`src/rtl/controle_sequenciador_ula_pkg.sv`:
```
// Shared types and constants for the ALU register-datapath sequencer.
package ula_pkg;

  // Datapath and control widths
  localparam int LARGURA_DADO = 8;
  localparam int LARGURA_OPCODE = 3;
  localparam int LARGURA_CONT = 4;

  // Opcodes understood by the ALU; only NOT takes a single operand
  localparam logic [LARGURA_OPCODE-1:0] OP_SOMA = 3'b000;
  localparam logic [LARGURA_OPCODE-1:0] OP_SUB = 3'b001;
  localparam logic [LARGURA_OPCODE-1:0] OP_AND = 3'b010;
  localparam logic [LARGURA_OPCODE-1:0] OP_OR = 3'b011;
  localparam logic [LARGURA_OPCODE-1:0] OP_XOR = 3'b100;
  localparam logic [LARGURA_OPCODE-1:0] OP_SHL = 3'b101;
  localparam logic [LARGURA_OPCODE-1:0] OP_SHR = 3'b110;
  localparam logic [LARGURA_OPCODE-1:0] OP_UNARIO = 3'b111;

  // Sequencer states
  typedef enum logic [2:0] {
    OCIOSO,
    RECEBE_A,
    ESCRITA_A,
    RECEBE_B,
    ESCRITA_B,
    EXECUTA,
    GRAVA,
    CONCLUI
  } estado_seq_t;

endpackage

```
`src/rtl/controle_sequenciador_ula_contador_exec.sv`:
```
// Small loadable up/down counter with a terminal-count flag, used to time
// the ALU settle window.
module contador_exec #(
  parameter int LARGURA_CONT = 4
) (
  input  logic                    clk,
  input  logic                    reset_n,
  input  logic                    carga,
  input  logic [LARGURA_CONT-1:0] valor_carga,
  input  logic                    habilita,
  input  logic                    decrementa,
  input  logic [LARGURA_CONT-1:0] limite,
  output logic                    terminal
);

  localparam logic [LARGURA_CONT-1:0] UM = 1;

  logic [LARGURA_CONT-1:0] contagem;

  // Load has priority over counting; counting direction chosen by decrementa
  always_ff @(posedge clk or negedge reset_n) begin
    if (!reset_n) begin
      contagem <= '0;
    end else if (carga) begin
      contagem <= valor_carga;
    end else if (habilita) begin
      contagem <= decrementa ? (contagem - UM) : (contagem + UM);
    end
  end

  assign terminal = (contagem == limite);

endmodule

```
`src/rtl/controle_sequenciador_ula.sv`:
```
// Sequencer that collects ALU operands over a valid/ready handshake, strobes
// them into the A/B registers, waits for the ALU to settle and then strobes
// the result and flag registers.
module controle_sequenciador_ula #(
  parameter int LARGURA = 8,
  parameter int LARGURA_OP = 3,
  parameter int CICLOS_EXEC = 1,
  parameter logic [LARGURA_OP-1:0] OP_UNARIO = ula_pkg::OP_UNARIO
) (
  input  logic                  clk,
  input  logic                  reset_n,
  input  logic                  inicio,
  input  logic                  abortar,
  input  logic [LARGURA_OP-1:0] opcode,
  input  logic                  dado_valido,
  input  logic [LARGURA-1:0]    dado,
  output logic                  dado_pronto,
  output logic [LARGURA-1:0]    barramento,
  output logic                  carga_a,
  output logic                  carga_b,
  output logic [LARGURA_OP-1:0] op_reg,
  output logic                  carga_res,
  output logic                  carga_flags,
  output logic                  ocupado,
  output logic                  concluido
);

  import ula_pkg::*;

  // Settle window ends when the counter reaches CICLOS_EXEC-1
  localparam logic [LARGURA_CONT-1:0] LIMITE = LARGURA_CONT'(CICLOS_EXEC - 1);

  estado_seq_t estado;
  estado_seq_t estado_prox;
  logic        captura_op;
  logic        captura_dado;
  logic        fim_exec;

  // Counter is held at zero outside EXECUTA so it always starts from 0
  contador_exec #(
    .LARGURA_CONT (LARGURA_CONT)
  ) u_contador (
    .clk         (clk),
    .reset_n     (reset_n),
    .carga       (estado != EXECUTA),
    .valor_carga ('0),
    .habilita    (1'b1),
    .decrementa  (1'b0),
    .limite      (LIMITE),
    .terminal    (fim_exec)
  );

  // State register plus the captured opcode and operand bus
  always_ff @(posedge clk or negedge reset_n) begin
    if (!reset_n) begin
      estado     <= OCIOSO;
      barramento <= '0;
      op_reg     <= '0;
    end else begin
      estado <= estado_prox;
      if (captura_op) begin
        op_reg <= opcode;
      end
      if (captura_dado) begin
        barramento <= dado;
      end
    end
  end

  // Next-state logic and Moore output decode; abort wins over any handshake
  always_comb begin
    estado_prox  = estado;
    captura_op   = 1'b0;
    captura_dado = 1'b0;
    dado_pronto  = 1'b0;
    carga_a      = 1'b0;
    carga_b      = 1'b0;
    carga_res    = 1'b0;
    carga_flags  = 1'b0;
    concluido    = 1'b0;
    ocupado      = (estado != OCIOSO);

    case (estado)
      OCIOSO: begin
        if (inicio && !abortar) begin
          captura_op  = 1'b1;
          estado_prox = RECEBE_A;
        end
      end
      RECEBE_A: begin
        dado_pronto = 1'b1;
        if (abortar) begin
          estado_prox = OCIOSO;
        end else if (dado_valido) begin
          captura_dado = 1'b1;
          estado_prox  = ESCRITA_A;
        end
      end
      ESCRITA_A: begin
        carga_a = 1'b1;
        if (abortar) begin
          estado_prox = OCIOSO;
        end else if (op_reg == OP_UNARIO) begin
          estado_prox = EXECUTA;
        end else begin
          estado_prox = RECEBE_B;
        end
      end
      RECEBE_B: begin
        dado_pronto = 1'b1;
        if (abortar) begin
          estado_prox = OCIOSO;
        end else if (dado_valido) begin
          captura_dado = 1'b1;
          estado_prox  = ESCRITA_B;
        end
      end
      ESCRITA_B: begin
        carga_b     = 1'b1;
        estado_prox = abortar ? OCIOSO : EXECUTA;
      end
      EXECUTA: begin
        if (abortar) begin
          estado_prox = OCIOSO;
        end else if (fim_exec) begin
          estado_prox = GRAVA;
        end
      end
      GRAVA: begin
        carga_res   = 1'b1;
        carga_flags = 1'b1;
        estado_prox = abortar ? OCIOSO : CONCLUI;
      end
      CONCLUI: begin
        concluido   = 1'b1;
        estado_prox = OCIOSO;
      end
      default: begin
        estado_prox = OCIOSO;
      end
    endcase
  end

endmodule

```
`config.mk`:
```
export PLATFORM = sky130hd
export DESIGN_NAME = controle_sequenciador_ula
export DESIGN_NICKNAME = d
export VERILOG_FILES = /design/src/rtl/controle_sequenciador_ula_pkg.sv /design/src/rtl/controle_sequenciador_ula_contador_exec.sv /design/src/rtl/controle_sequenciador_ula.sv
export SDC_FILE = /design/constraint.sdc
export NUM_CORES = 1
export LEC_CHECK = 0
export BUFFER_PORTS_ARGS = -buffer_cell sky130_fd_sc_hd__clkbuf_2
export CAP_MARGIN = 15
export CELL_PAD_IN_SITES_DETAIL_PLACEMENT = 1
export CELL_PAD_IN_SITES_GLOBAL_PLACEMENT = 1
export CORE_ASPECT_RATIO = 1.5
export CORE_MARGIN = 4
export CORE_UTILIZATION = 38
export DETAILED_ROUTE_END_ITERATION = 7
export GPL_TIMING_DRIVEN = 0
export PLACE_DENSITY_LB_ADDON = 0.1
export REMOVE_ABC_BUFFERS = 1
export SETUP_SLACK_MARGIN = 0.5
export SYNTH_ARGS = -nofsm -noshare
export SYNTH_HDL_FRONTEND = slang
export SYNTH_HIERARCHICAL = 1
export SYNTH_SLANG_ARGS = --single-unit
```
`constraint.sdc`:
```
create_clock -name clk -period 2.3 [get_ports clk]
set_clock_uncertainty 0.05 [all_clocks]
set_input_delay 0 -clock clk [delete_from_list [all_inputs] [get_ports clk]]
set_output_delay 0 -clock clk [all_outputs]
set_load 0.02 [all_outputs]
```
==> impl_metrics.ini <==
[sta]
rsz0062_at_grt = no
hold_ws_ps = 6.96
min_period_ps = 1680
fmax_mhz = 595
fin_crit_sh_pct = 73.0
setup_violations = 0
report.final.slew_viol_count = 0
hold_viol = 0
fin_setup_tns_ps = 0

[route]
vias = 918
drc_errors = 0
avgViaCountPerCell = 4.78
drt_wl_total_um = 2620
dr.pass1.iters = 4
antenna_left = 0
avgRoutedWirePerCell_um = 13.6
initialDrtViolationCount = 9

[clocking]
cts_buffer_depth = 2
cts-root-buf = clkbuf_8
cts.clk_slew.worst_paths_ps = 70
cts_sinks = 18
cts_buffers = 3
htreeDepth = 1
cts_tree = built
clk_latency_ps = 250

[yosys]
synth_top_cell_area_share_pct = 41.4
yosysTopAreaCell = dfrtp_1
avgSynthCellArea_um2 = 11.2
ys.flop_type = dfrtp_1
ys_async_sr_fraction_pct = 100
ys_types = 41
yosys_register_bits = 18
synth_enable_flop_cells = 0
synth_commonest_cells = dfrtp_1 (18), mux2_2 (10), inv_1 (5), o21ai_0 (5), xor2_1 (4)
yosys_warnings = 6
syn_inst = 97
synth_top_cells_by_area = dfrtp_1 (41%), mux2_2 (10%), mux2_4 (4.1%), xor2_1 (3.2%), ha_1 (2.3%)
ys_seq_area_share_pct = 41.4
synth_most_common_cell = dfrtp_1
netlist_area_mm2 = 0.00109

[min_path]
hold_start = abortar
hold_path_class = input pin to flop

[die]
die_h_um = 73.6
io_pins = 34
start_util_pct = 40.2
rows = 23
die_x_um = 51.7
coreArea_mm2 = 0.00271
die_area_mm2 = 0.00380

[critical_path]
path_max_fanout = 11
worstSetupPathType = flop to flop
start_kind = flop
r2r-start = estado[1]
rr_endpoint = u_contador/contagem[3]
startpoint = estado[1]
cp.required_ps = 2440
cp-endpoint = u_contador/contagem[3]
crit_arrival_ps = 1820
rr_worst_depth = 4
end_kind = flop
regToRegSetupSlack_ps = 620

[placed_design]
routabilityCongestion = 0.666
post-dp-hpwl_um = 1870
io_buffer_count = 33

[global_route]
grt.total_usage_pct = 15.3
antenna_found_initial = 0
grt_pass1_vias = 989
grt_max_degree = 19
grt_pass1_wl_um = 4420
grt_overflow = 0

[power_and_ir_drop]
power.density_mw_per_mm2 = 637
power_uw = 957
internal-power_uw = 659
power_leakage_uw = 0.000746
peakVddDrop_mv = 0.392
swShare_pct = 31.1
p_switching_uw = 297
p_seq_share_pct = 43.2
combPwrFrac_pct = 30.1
clockPowerShare_pct = 26.8

[final_layout]
antenna_cells = 0
layout.nets = 175
reg_top3 = barramento x8, u_contador/contagem x4
drive_gt1_share_pct = 38.1
largest-register = barramento
area_delta_synth_final_pct = 37.9
largest_reg_flops = 8

[outcome]
outcome = finished clean

[job]
max-cap-violations = 0
-- per-stage QoR --
stage,worst slack (ps),instances,utilization (%),cell area (um2)
after floorplan,596,104,-,1090
after global placement,335,174,48.2,1300
after detailed placement,287,174,48.2,1300
after CTS,499,192,55.2,1490
after global routing,509,192,55.5,1500
final,621,192,55.5,1500
-- cell families (layout without fill, tap and decap cells) --
family / Yosys count / count (layout) / share of synthesized area (%)
AND/OR/NAND/NOR: 26 / 26 / 17.0
flip-flops: 18 / 18 / 41.4
AO/OA/AOI/OAI: 16 / 16 / 10.3
multiplexers: 14 / 14 / 15.4
buffers and inverters: 12 / 56 / 6.21
XOR/XNOR: 6 / 6 / 4.83
adder cells (fa/ha/maj): 3 / 3 / 4.14
other: 2 / 16 / 0.690
-- worst max-delay path, cell delays in order, from the launching register on --
cell	delay, ps
dfrtp_1	490
nand3b_1	290
or3b_1	380
a221o_1	330
nand3_1	80
-- cell type report --
class	instances	area (um2)
fillers	331	1200
multi-input cells	81	631
flip-flops and latches	18	450
repair buffers	47	300
clock buffers	4	55.1
well taps	37	46.3
inverters	5	18.8
-- worst min path at each step --
| stage | endpoint | slack, ps | depth (start not counted) |
|---|---|---|---|
| after detailed placement | barramento[5] | -80 | 1 |
| after floorplan | barramento[0] | -350 | 0 |
| after global routing | estado[2] | 20 | 3 |
| after global placement | barramento[5] | -80 | 1 |
| after CTS | estado[2] | 5 | 3 |
| final | estado[2] | 7 | 3 |
-- placed cells by master, fill, tap and decap left out, types with 2 or more instances in the layout --
| cell | instances |
|---|---|
| a21oi_1 | 2 |
| and3_1 | 2 |
| buf_4 | 2 |
| clkbuf_2 | 33 |
| clkbuf_8 | 4 |
| conb_1 | 16 |
| dfrtp_1 | 18 |
| dlygate4sd3_1 | 12 |
| ha_1 | 2 |
| inv_1 | 5 |
| mux2_2 | 10 |
| mux2_4 | 3 |
| nand2_1 | 3 |
| nand3_1 | 2 |
| nand3b_1 | 3 |
| nor2_1 | 3 |
| nor3b_1 | 3 |
| o21ai_0 | 5 |
| xnor2_1 | 2 |
| xor2_1 | 4 |
-- power groups by stage --
stage / clock network [uW] / registers [uW] / logic, uW
3_3_place_gp: 0 / 416 / 263
5_1_grt: 276 / 423 / 314
6_report: 256 / 413 / 288
2_1_floorplan: 0 / 476 / 115
4_1_cts: 264 / 413 / 285
3_5_place_dp: 0 / 420 / 268
-- metal layers --
metal	up-vias	share of wire, %	GRT usage [%]
li1	442	-	-
met1	453	39	15.9
met2	21	55	29.7
met3	2	4.9	3.85
met4	0	0.73	3.50
met5	-	0	0
-- timing repair --
action	4_1_cts	5_1_grt
gates resized for setup	0	2
endpoints found under the hold margin	29	0
endpoints found under the setup margin	1	9
setup buffers	2	0
pin swaps	1	0
hold buffers	12	0
(Power assumes the default switching activity.)
